**config.mk**
```make
export PLATFORM = sky130hd
export DESIGN_NAME = ps2_host_tx_flat
export DESIGN_NICKNAME = d
export VERILOG_FILES = /design/src/rtl/ps2_host_tx_if.sv /design/src/rtl/ps2_host_tx.sv /design/src/flat_wrapper.sv
export SDC_FILE = /design/constraint.sdc
export NUM_CORES = 1
export LEC_CHECK = 0
export BUFFER_PORTS_ARGS = -buffer_cell sky130_fd_sc_hd__buf_2
export CORE_MARGIN = 10
export CORE_UTILIZATION = 25
export CTS_BUF_LIST = sky130_fd_sc_hd__clkbuf_16
export DETAILED_ROUTE_END_ITERATION = 8
export GPL_ROUTABILITY_DRIVEN = 0
export HOLD_SLACK_MARGIN = 0.1
export PLACE_DENSITY = 0.5
export SLEW_MARGIN = 40
export SYNTH_ARGS = -nofsm -noshare
export SYNTH_HDL_FRONTEND = slang
export SYNTH_SLANG_ARGS = --single-unit
```
**constraint.sdc**
```tcl
create_clock -name clk_i -period 5.05 [get_ports clk_i]
set_input_delay 0.505 -clock clk_i [delete_from_list [all_inputs] [get_ports clk_i]]
set_output_delay 0.505 -clock clk_i [all_outputs]
set_load 0.02 [all_outputs]
```
**src/rtl/ps2_host_tx_if.sv**
```systemverilog
// Byte handshake between the bus wrapper (master) and the PS/2 host transmitter (slave).
interface ps2_host_tx_if;
    logic [7:0] data_i;
    logic       valid_i;
    logic       ready_o;
    logic       done_o;
    logic       err_o;

    modport master (output data_i, valid_i, input ready_o, done_o, err_o);
    modport slave  (input data_i, valid_i, output ready_o, done_o, err_o);
endinterface

```
**src/rtl/ps2_host_tx.sv**
```systemverilog
// PS/2 host-to-device transmitter: inhibit, request-to-send, clock out 8 data bits
// plus odd parity on device clock falls, then collect the device ACK.
module ps2_host_tx #(
    parameter int INHIBIT_CYCLES = 12000,
    parameter int TIMEOUT_CYCLES = 2000000
) (
    input  logic         clk_i,
    input  logic         rst_i,
    ps2_host_tx_if.slave bus,
    input  logic         kclk_i,
    input  logic         kdata_i,
    output logic         kclk_oe_o,
    output logic         kdata_oe_o
);
    localparam int MAX_CYC = (INHIBIT_CYCLES > TIMEOUT_CYCLES) ? INHIBIT_CYCLES : TIMEOUT_CYCLES;
    localparam int CW      = $clog2(MAX_CYC) + 1;
    localparam logic [CW-1:0] INH_LAST = CW'(INHIBIT_CYCLES - 1);
    localparam logic [CW-1:0] TO_LAST  = CW'(TIMEOUT_CYCLES - 1);

    typedef enum logic [2:0] {IDLE, INHIBIT, REQ, SEND, ACK, WAIT_IDLE} state_t;

    state_t        state;
    logic [1:0]    kclk_sync, kdata_sync;
    logic          kclk_prev;
    logic          kclk_s, kdata_s, fall;
    logic [7:0]    shreg;
    logic          parity;
    logic          err_flag;
    logic [3:0]    bitcnt;
    logic [CW-1:0] cnt, cnt_inc;
    logic          done_q, err_q;

    assign kclk_s  = kclk_sync[1];
    assign kdata_s = kdata_sync[1];
    assign fall    = kclk_prev & ~kclk_s;
    assign cnt_inc = (&cnt) ? cnt : cnt + 1'b1;

    assign bus.ready_o = (state == IDLE) & ~rst_i;
    assign bus.done_o  = done_q;
    assign bus.err_o   = err_q;

    // Idle bus level is high, so the synchronisers reset high to avoid a phantom fall.
    always_ff @(posedge clk_i) begin
        if (rst_i) begin
            kclk_sync  <= 2'b11;
            kdata_sync <= 2'b11;
            kclk_prev  <= 1'b1;
        end else begin
            kclk_sync  <= {kclk_sync[0], kclk_i};
            kdata_sync <= {kdata_sync[0], kdata_i};
            kclk_prev  <= kclk_s;
        end
    end

    always_ff @(posedge clk_i) begin
        if (rst_i) begin
            state      <= IDLE;
            kclk_oe_o  <= 1'b0;
            kdata_oe_o <= 1'b0;
            done_q     <= 1'b0;
            err_q      <= 1'b0;
            err_flag   <= 1'b0;
            bitcnt     <= '0;
            cnt        <= '0;
        end else begin
            done_q <= 1'b0;
            err_q  <= 1'b0;
            case (state)
                IDLE: begin
                    kclk_oe_o  <= 1'b0;
                    kdata_oe_o <= 1'b0;
                    if (bus.valid_i && bus.ready_o) begin
                        shreg     <= bus.data_i;
                        parity    <= ~^bus.data_i;
                        cnt       <= '0;
                        kclk_oe_o <= 1'b1;
                        state     <= INHIBIT;
                    end
                end
                INHIBIT: begin
                    if (cnt == INH_LAST) begin
                        kdata_oe_o <= 1'b1;
                        state      <= REQ;
                    end else begin
                        cnt <= cnt_inc;
                    end
                end
                REQ: begin
                    // Release clock; start bit stays driven until the device clocks it.
                    kclk_oe_o <= 1'b0;
                    bitcnt    <= '0;
                    cnt       <= '0;
                    state     <= SEND;
                end
                SEND, ACK, WAIT_IDLE: begin
                    if (cnt == TO_LAST) begin
                        kclk_oe_o  <= 1'b0;
                        kdata_oe_o <= 1'b0;
                        done_q     <= 1'b1;
                        err_q      <= 1'b1;
                        state      <= IDLE;
                    end else begin
                        cnt <= cnt_inc;
                        if (state == SEND && fall) begin
                            bitcnt <= bitcnt + 4'd1;
                            if (bitcnt < 4'd8)
                                kdata_oe_o <= ~shreg[bitcnt[2:0]];
                            else if (bitcnt == 4'd8)
                                kdata_oe_o <= ~parity;
                            else begin
                                kdata_oe_o <= 1'b0;
                                state      <= ACK;
                            end
                        end else if (state == ACK && fall) begin
                            err_flag <= kdata_s;
                            state    <= WAIT_IDLE;
                        end else if (state == WAIT_IDLE && kclk_s && kdata_s) begin
                            done_q <= 1'b1;
                            err_q  <= err_flag;
                            state  <= IDLE;
                        end
                    end
                end
                default: begin
                    kclk_oe_o  <= 1'b0;
                    kdata_oe_o <= 1'b0;
                    state      <= IDLE;
                end
            endcase
        end
    end
endmodule
```
**src/flat_wrapper.sv**
```systemverilog
// flat-port wrapper written by rule: the top's interface ports become plain ports
module ps2_host_tx_flat 
#(
    parameter int INHIBIT_CYCLES = 12000,
    parameter int TIMEOUT_CYCLES = 2000000
)
  (clk_i, rst_i, kclk_i, kdata_i, kclk_oe_o, kdata_oe_o, bus_data_i, bus_valid_i, bus_ready_o, bus_done_o, bus_err_o);
  ps2_host_tx_if bus_i ();
  input  logic clk_i;
  input  logic rst_i;
  input  logic kclk_i;
  input  logic kdata_i;
  output logic kclk_oe_o;
  output logic kdata_oe_o;
  input wire logic [$bits(bus_i.data_i)-1:0] bus_data_i;
  input wire logic [$bits(bus_i.valid_i)-1:0] bus_valid_i;
  output wire logic [$bits(bus_i.ready_o)-1:0] bus_ready_o;
  output wire logic [$bits(bus_i.done_o)-1:0] bus_done_o;
  output wire logic [$bits(bus_i.err_o)-1:0] bus_err_o;
  assign bus_i.data_i = bus_data_i;
  assign bus_i.valid_i = bus_valid_i;
  assign bus_ready_o = bus_i.ready_o;
  assign bus_done_o = bus_i.done_o;
  assign bus_err_o = bus_i.err_o;
  ps2_host_tx #(.INHIBIT_CYCLES(INHIBIT_CYCLES), .TIMEOUT_CYCLES(TIMEOUT_CYCLES)) u_core (.clk_i(clk_i), .rst_i(rst_i), .bus(bus_i), .kclk_i(kclk_i), .kdata_i(kdata_i), .kclk_oe_o(kclk_oe_o), .kdata_oe_o(kdata_oe_o));
endmodule
```
After elaboration in Yosys (flattened, before gate mapping)
Cells that the tools add are included.
{"block": "word_totals", "reg_bits": 48, "inputBits": 13, "out_inout_bits": 5, "wordCells": 101}
{"block": "classes", "n_addsub": 2, "n_lt_le_gt_ge": 2, "eq_ne": 18, "muxes": 36, "n_bitwise": 11, "n_reduce_logical": 19}
{"op": "$mux 22", "count": 4}
{"op": "$pmux 22 s4", "count": 1}
{"op": "$mux 3", "count": 8}
{"op": "$add 22x1->22 const B", "count": 1}
{"op": "$eq 22x14->1 const B", "count": 1}
{"op": "$eq 22x21->1 const B", "count": 1}
{"op": "$reduce_and 22->1", "count": 1}
{"op": "$mux 1", "count": 16}
{"op": "$pmux 3 s4", "count": 1}
{"op": "$not 1->1", "count": 9}
{"op": "$reduce_and 3->1", "count": 3}
{"op": "$mux 4", "count": 2}
{"op": "$ne 4x3->1 const B", "count": 2}
{"op": "$pmux 4 s2", "count": 1}
{"op": "$reduce_and 4->1", "count": 2}
{"op": "$reduce_xnor 8->1", "count": 1}
{"op": "$eq 3x2->1 const B", "count": 2}
{"op": "$eq 3x3->1 const B", "count": 2}
{"op": "$ne 2x1->1 const B", "count": 3}
{"op": "$ne 2x2->1 const B", "count": 3}
{"op": "$pmux 1 s3", "count": 2}
{"op": "$logic_and 1x1->1", "count": 5}
{"op": "$ne 5x1->1 const B", "count": 1}
{"op": "$reduce_and 5->1", "count": 1}
{"op": "other kinds (14)", "count": 15}

Longest topological paths before layout
{"block": "depth", "depth_word": 8, "mapped_depth": 8, "mapped_depth_nobuf": 7}

Worst setup path after synthesis
Ideal clock, no wire load.
{"block": "synth_timing", "path_type": "flip-flop to flip-flop", "startpoint": "register u_core.cnt[0]", "endpoint": "register u_core.cnt[11]", "setup_ps": 117, "t_arrival_ps": 1972, "required_time_ps": 4933, "setup_slack_ps": 2961, "path_stages_with_launch": 9, "n_path_buf": 1, "synth_period_minus_slack_ps": 2089, "cell_sequence": "dfxtp_1 ha_1 nor4bb_1 nand4_1 nor2_1 a211o_1 nor3_1 clkbuf_1 a32o_1"}
{"block": "synth_via", "elab_chain_cells": 4, "word_cells_on_any_way": 11, "cone_classes": "add/sub (1); eq/ne (4); mux (4); reduce/logical (2)"}
{"element": "from (decl)", "line": "ps2_host_tx.sv:30", "text": "logic [CW-1:0] cnt, cnt_inc;"}
{"element": "from (signal assigned)", "line": "ps2_host_tx.sv:85", "text": "cnt <= cnt_inc;"}
{"element": "from (signal assigned)", "line": "ps2_host_tx.sv:103", "text": "cnt <= cnt_inc;"}
{"element": "$add 22x1->22 / $reduce_and 22->1 (equally long branches)", "line": "ps2_host_tx.sv:36", "text": "assign cnt_inc = (&cnt) ? cnt : cnt + 1'b1;"}
{"element": "$mux 22", "line": "ps2_host_tx.sv:36"}
{"element": "$mux 22 (on tied branches)", "line": "ps2_host_tx.sv:96, ps2_host_tx.sv:81"}
{"element": "$pmux 22 s4", "line": "ps2_host_tx.sv:68", "text": "case (state)"}
Several ways; a longest one is shown, not always the timed one. The select of a mux whose other input is x is not followed.
A chain may end at the register's enable or synchronous reset.

Worst setup path after layout
{"block": "layout_timing", "startpoint": "register u_core.cnt[0]", "endpoint": "register u_core.state[0]"}
{"block": "layout_via", "elab_chain_cells": 3, "word_cells_on_any_way": 9, "cone_classes": "eq/ne (6); mux (2); reduce/logical (1)"}
{"element": "$eq 22x21->1 / $eq 22x14->1 (equally long branches)", "line": "ps2_host_tx.sv:96, ps2_host_tx.sv:81"}
{"element": "$ne 5x1->1 (no line), or another cell as far along"}
{"element": "$reduce_and 5->1 (no line) / $pmux 3 s4 (equally long branches)"}
{"element": "to (signal assigned)", "line": "ps2_host_tx.sv:93", "text": "state <= SEND;"}
{"element": "to (signal assigned)", "line": "ps2_host_tx.sv:101", "text": "state <= IDLE;"}
{"element": "to (signal assigned)", "line": "ps2_host_tx.sv:112", "text": "state <= ACK;"}
{"element": "to (decl)", "line": "ps2_host_tx.sv:22", "text": "state_t state;"}
Several ways; a longest one is shown, not always the timed one.

==> flow_summary.yaml <==
placement:
  hpwl_mm: 4.673
  io_buffers: 17
  pre_cts_ws_ps: 2359
  dp.cells: 439
cts:
  clock_sinks: 48
  htreeDepth: 2
  ctsResizeCount: 0
  cts_hold_buf: 0
  clk_pin_slew_ps: 70
  tritoncts: "done"
  numCtsBuffers: 5
  postCtsSetupRepairBufs: 0
  cts_buffer_depth: 2
  clockRootBuffer: "clkbuf_16"
  clk_latency_ps: 290
pwr:
  power.density_mw_per_mm2: 298.1
  seq_power_share_pct: 45.0
  swShare_pct: 22.66
  power_w: 0.0008971
  combPwrFrac_pct: 8.6
  power_switching_w: 0.0002033
  clockPowerShare_pct: 46.3
  leakage_nw: 0.9645
  irDropWorstVdd_v: 0.0001511
  cellInternalPower_w: 0.0006938
timing:
  slew-limit-headroom_pct: 49.83
  final-hold-violation-count: 0
  clock-skew-final_ps: 9.679
  worst_pin_slew_ps: 752.5
  fmax_mhz: 395.4
  fin_setup_tns_ps: 0
  min_period_over_period_pct: 50.09
  setup_viol: 0
  rsz0062_at_grt: "false"
  post-route-worst-setup-slack_ps: 2521
  drv_slew: 0
  period_minus_slack_ps: 2529
global_route:
  grt_pass1_wl_mm: 11.45
  antenna_found_initial: 0
  gr-usage-met3_pct: 1.469
  grt_use_met2_pct: 13.76
  grt_use_total_pct: 9.270
  met1_usage_pct: 13.34
  gr-total-overflow: 0
  grt_pass1_vias: 2159
  grt_max_degree: 42
  busiest_layer: "met2"
worst_setup_path:
  crit_required_ps: 5270
  cp.arrival_ps: 2740
  r2r_setup_slack_ps: 2520
  crit_type: "flip-flop to flip-flop"
  critPathCapture: "u_core.state[0]$_SDFFE_PP0P_"
  regToRegStartpoint: "u_core.cnt[0]$_SDFFE_PP0P_"
  critical_path.endpoint_type: "flip-flop"
  worstRegToRegCells: 7
  crit_path_start: "u_core.cnt[0]$_SDFFE_PP0P_"
  crit_fanout: 6
  r2r-end: "u_core.state[0]$_SDFFE_PP0P_"
  start_kind: "flip-flop"
floorplanning:
  start_util_pct: 25.47
  fp-row-count: 37
  die_h_um: 122.3
  die_w_um: 122.3
  core-area_sq_mm: 0.01028
  die_area_sq_mm: 0.01496
  io_pins: 18
hold_path:
  hp-class: "input pin to flip-flop"
  hold_path_startpoint: "kclk_i"
flow_run:
  drv_cap: 0
layout:
  drive_gt1_share_pct: 15.76
  diodes: 0
  area_delta_synth_final_pct: 14.96
  fin_nets: 325
  instances_no_fill: 447
yosys:
  ys_dominant_reg_cell: "dfxtp_1"
  synth_top_area_share_pct: 29.83
  yosys_warnings: 0
  avgSynthCellArea_sq_um: 8.696
  synth_area_leaders: "dfxtp_1 (30%), edfxtp_1 (10%), nand2_1 (4.3%)"
  ys_ff_latch: 48
  async_flop_share_pct: 0
  synth_cells: 301
  synth-edff-count: 9
  synth_seq_area_share_pct: 40.15
  syn_area_sq_mm: 0.002618
  synth.distinct_cells: 56
  synth_area_leader_cell: "dfxtp_1"
  syn_nets: 316
drt:
  dr_total_vias: 2330
  drt_first_pass_iters: 4
  routed_wl_mm: 6.699
  routedWlPerCell_um: 14.99
  drt_iter0_markers: 196
  final_antenna_net_count: 0
  via_per_inst: 5.213
  drcViolationCount: 0
run_status:
  status: "complete, no violations"
metrics by stage:
stage               utilization (%)  cell area, sq um  hold slack [ps]
global route                  29.28              3009            393.5
global placement              27.26              2801            394.7
finish                        29.28              3009            393.2
detailed placement            27.39              2815            394.6
floorplan                         -              2618            389.5
CTS                           29.23              3004            389.4
worst min-delay path by stage:
stage	end	cells past startpoint	slack [ps]
3_5_place_dp	u_core.kdata_sync[1]$_SDFF_PP1_	1	390
6_report	u_core.kclk_sync[0]$_SDFF_PP1_	2	390
4_1_cts	u_core.kdata_sync[0]$_SDFF_PP1_	2	390
2_1_floorplan	u_core.kclk_sync[1]$_SDFF_PP1_	1	390
3_3_place_gp	u_core.kdata_sync[1]$_SDFF_PP1_	1	390
5_1_grt	u_core.kdata_sync[0]$_SDFF_PP1_	2	390
layer usage:
metal	vias up	wire [um]
li1	1169	-
met1	1101	3323
met2	54	2994
met3	6	286
met4	0	94
met5	-	0
registers in the layout, indices dropped and copies added, names as in the netlist:
register,flops
u_core.cnt,22
u_core.kclk_prev,1
u_core.parity,1
u_core.kclk_sync,2
u_core.kdata_oe_o,1
u_core.shreg,8
u_core.bus.err_o,1
u_core.bus.done_o,1
u_core.err_flag,1
u_core.kclk_oe_o,1
u_core.bitcnt,4
u_core.state,3
u_core.kdata_sync,2
layout make-up:
type / count / area [sq um]
Fill cell: 1131 / 7268
Inverter: 3 / 11.26
Timing Repair Buffer: 19 / 100.1
Clock inverter: 2 / 38.79
Multi-Input combinational cell: 233 / 1488
Clock buffer: 6 / 150.1
Sequential cell: 48 / 1051
Tap cell: 136 / 170.2
cell families (layout without fill, tap and decap cells):
kind of cell	after synthesis	in the layout	share of synthesized area (%)
AND/OR/NAND/NOR	142	142	28.97
XOR/XNOR	7	7	2.342
adder cells (fa/ha/maj)	2	2	0.9559
AO/OA/AOI/OAI	78	78	21.32
buffers and inverters	20	30	3.728
multiplexers	4	4	2.533
flip-flops	48	48	40.15
cells in the final DEF (no fill, tap or decap), types with 7 or more instances in the layout:
cell type / Yosys / final
a21oi_1: 16 / 15
a311oi_1: 7 / 7
a32o_1: 11 / 11
buf_2: 3 / 17
dfxtp_1: 39 / 39
edfxtp_1: 9 / 9
nand2_1: 30 / 30
nand3_1: 17 / 17
nand4_1: 7 / 7
nor2_1: 23 / 22
nor3_1: 19 / 18
o21ai_0: 19 / 19
xnor2_1: 7 / 7
cell usage after synthesis (3+ instances only):
| cell type | n |
|---|---|
| nor2b_1 | 4 |
| nor3_1 | 19 |
| or2_2 | 6 |
| o21ai_0 | 19 |
| dfxtp_1 | 39 |
| nand4_1 | 7 |
| nor4_1 | 5 |
| nand2b_1 | 5 |
| a311oi_1 | 7 |
| nand3_1 | 17 |
| a31oi_1 | 3 |
| and3_1 | 4 |
| a211o_1 | 4 |
| buf_2 | 3 |
| or3_1 | 6 |
| nand2_1 | 30 |
| a21oi_1 | 16 |
| nor2_1 | 23 |
| xnor2_1 | 7 |
| inv_1 | 3 |
| a32o_1 | 11 |
| edfxtp_1 | 9 |
| clkbuf_1 | 12 |
power by group through the flow:
stage	sequential [W]	clock, W	combinational, W
finish	0.000404	0.000416	0.0000773
global route	0.000405	0.000441	0.0000861
CTS	0.000404	0.000422	0.0000781
detailed placement	0.000413	0	0.0000777
global placement	0.000413	0	0.0000743
floorplan	0.000411	0	0.0000546
critical path: stages, from the launching register on:
cell	delay, ps
dfxtp_1	420
ha_1	300
nor4bb_1	340
nand4_1	140
nor2_1	420
a2111oi_0	220
or4b_1	500
a21oi_1	120
Power figures use the tool's default switching activity.
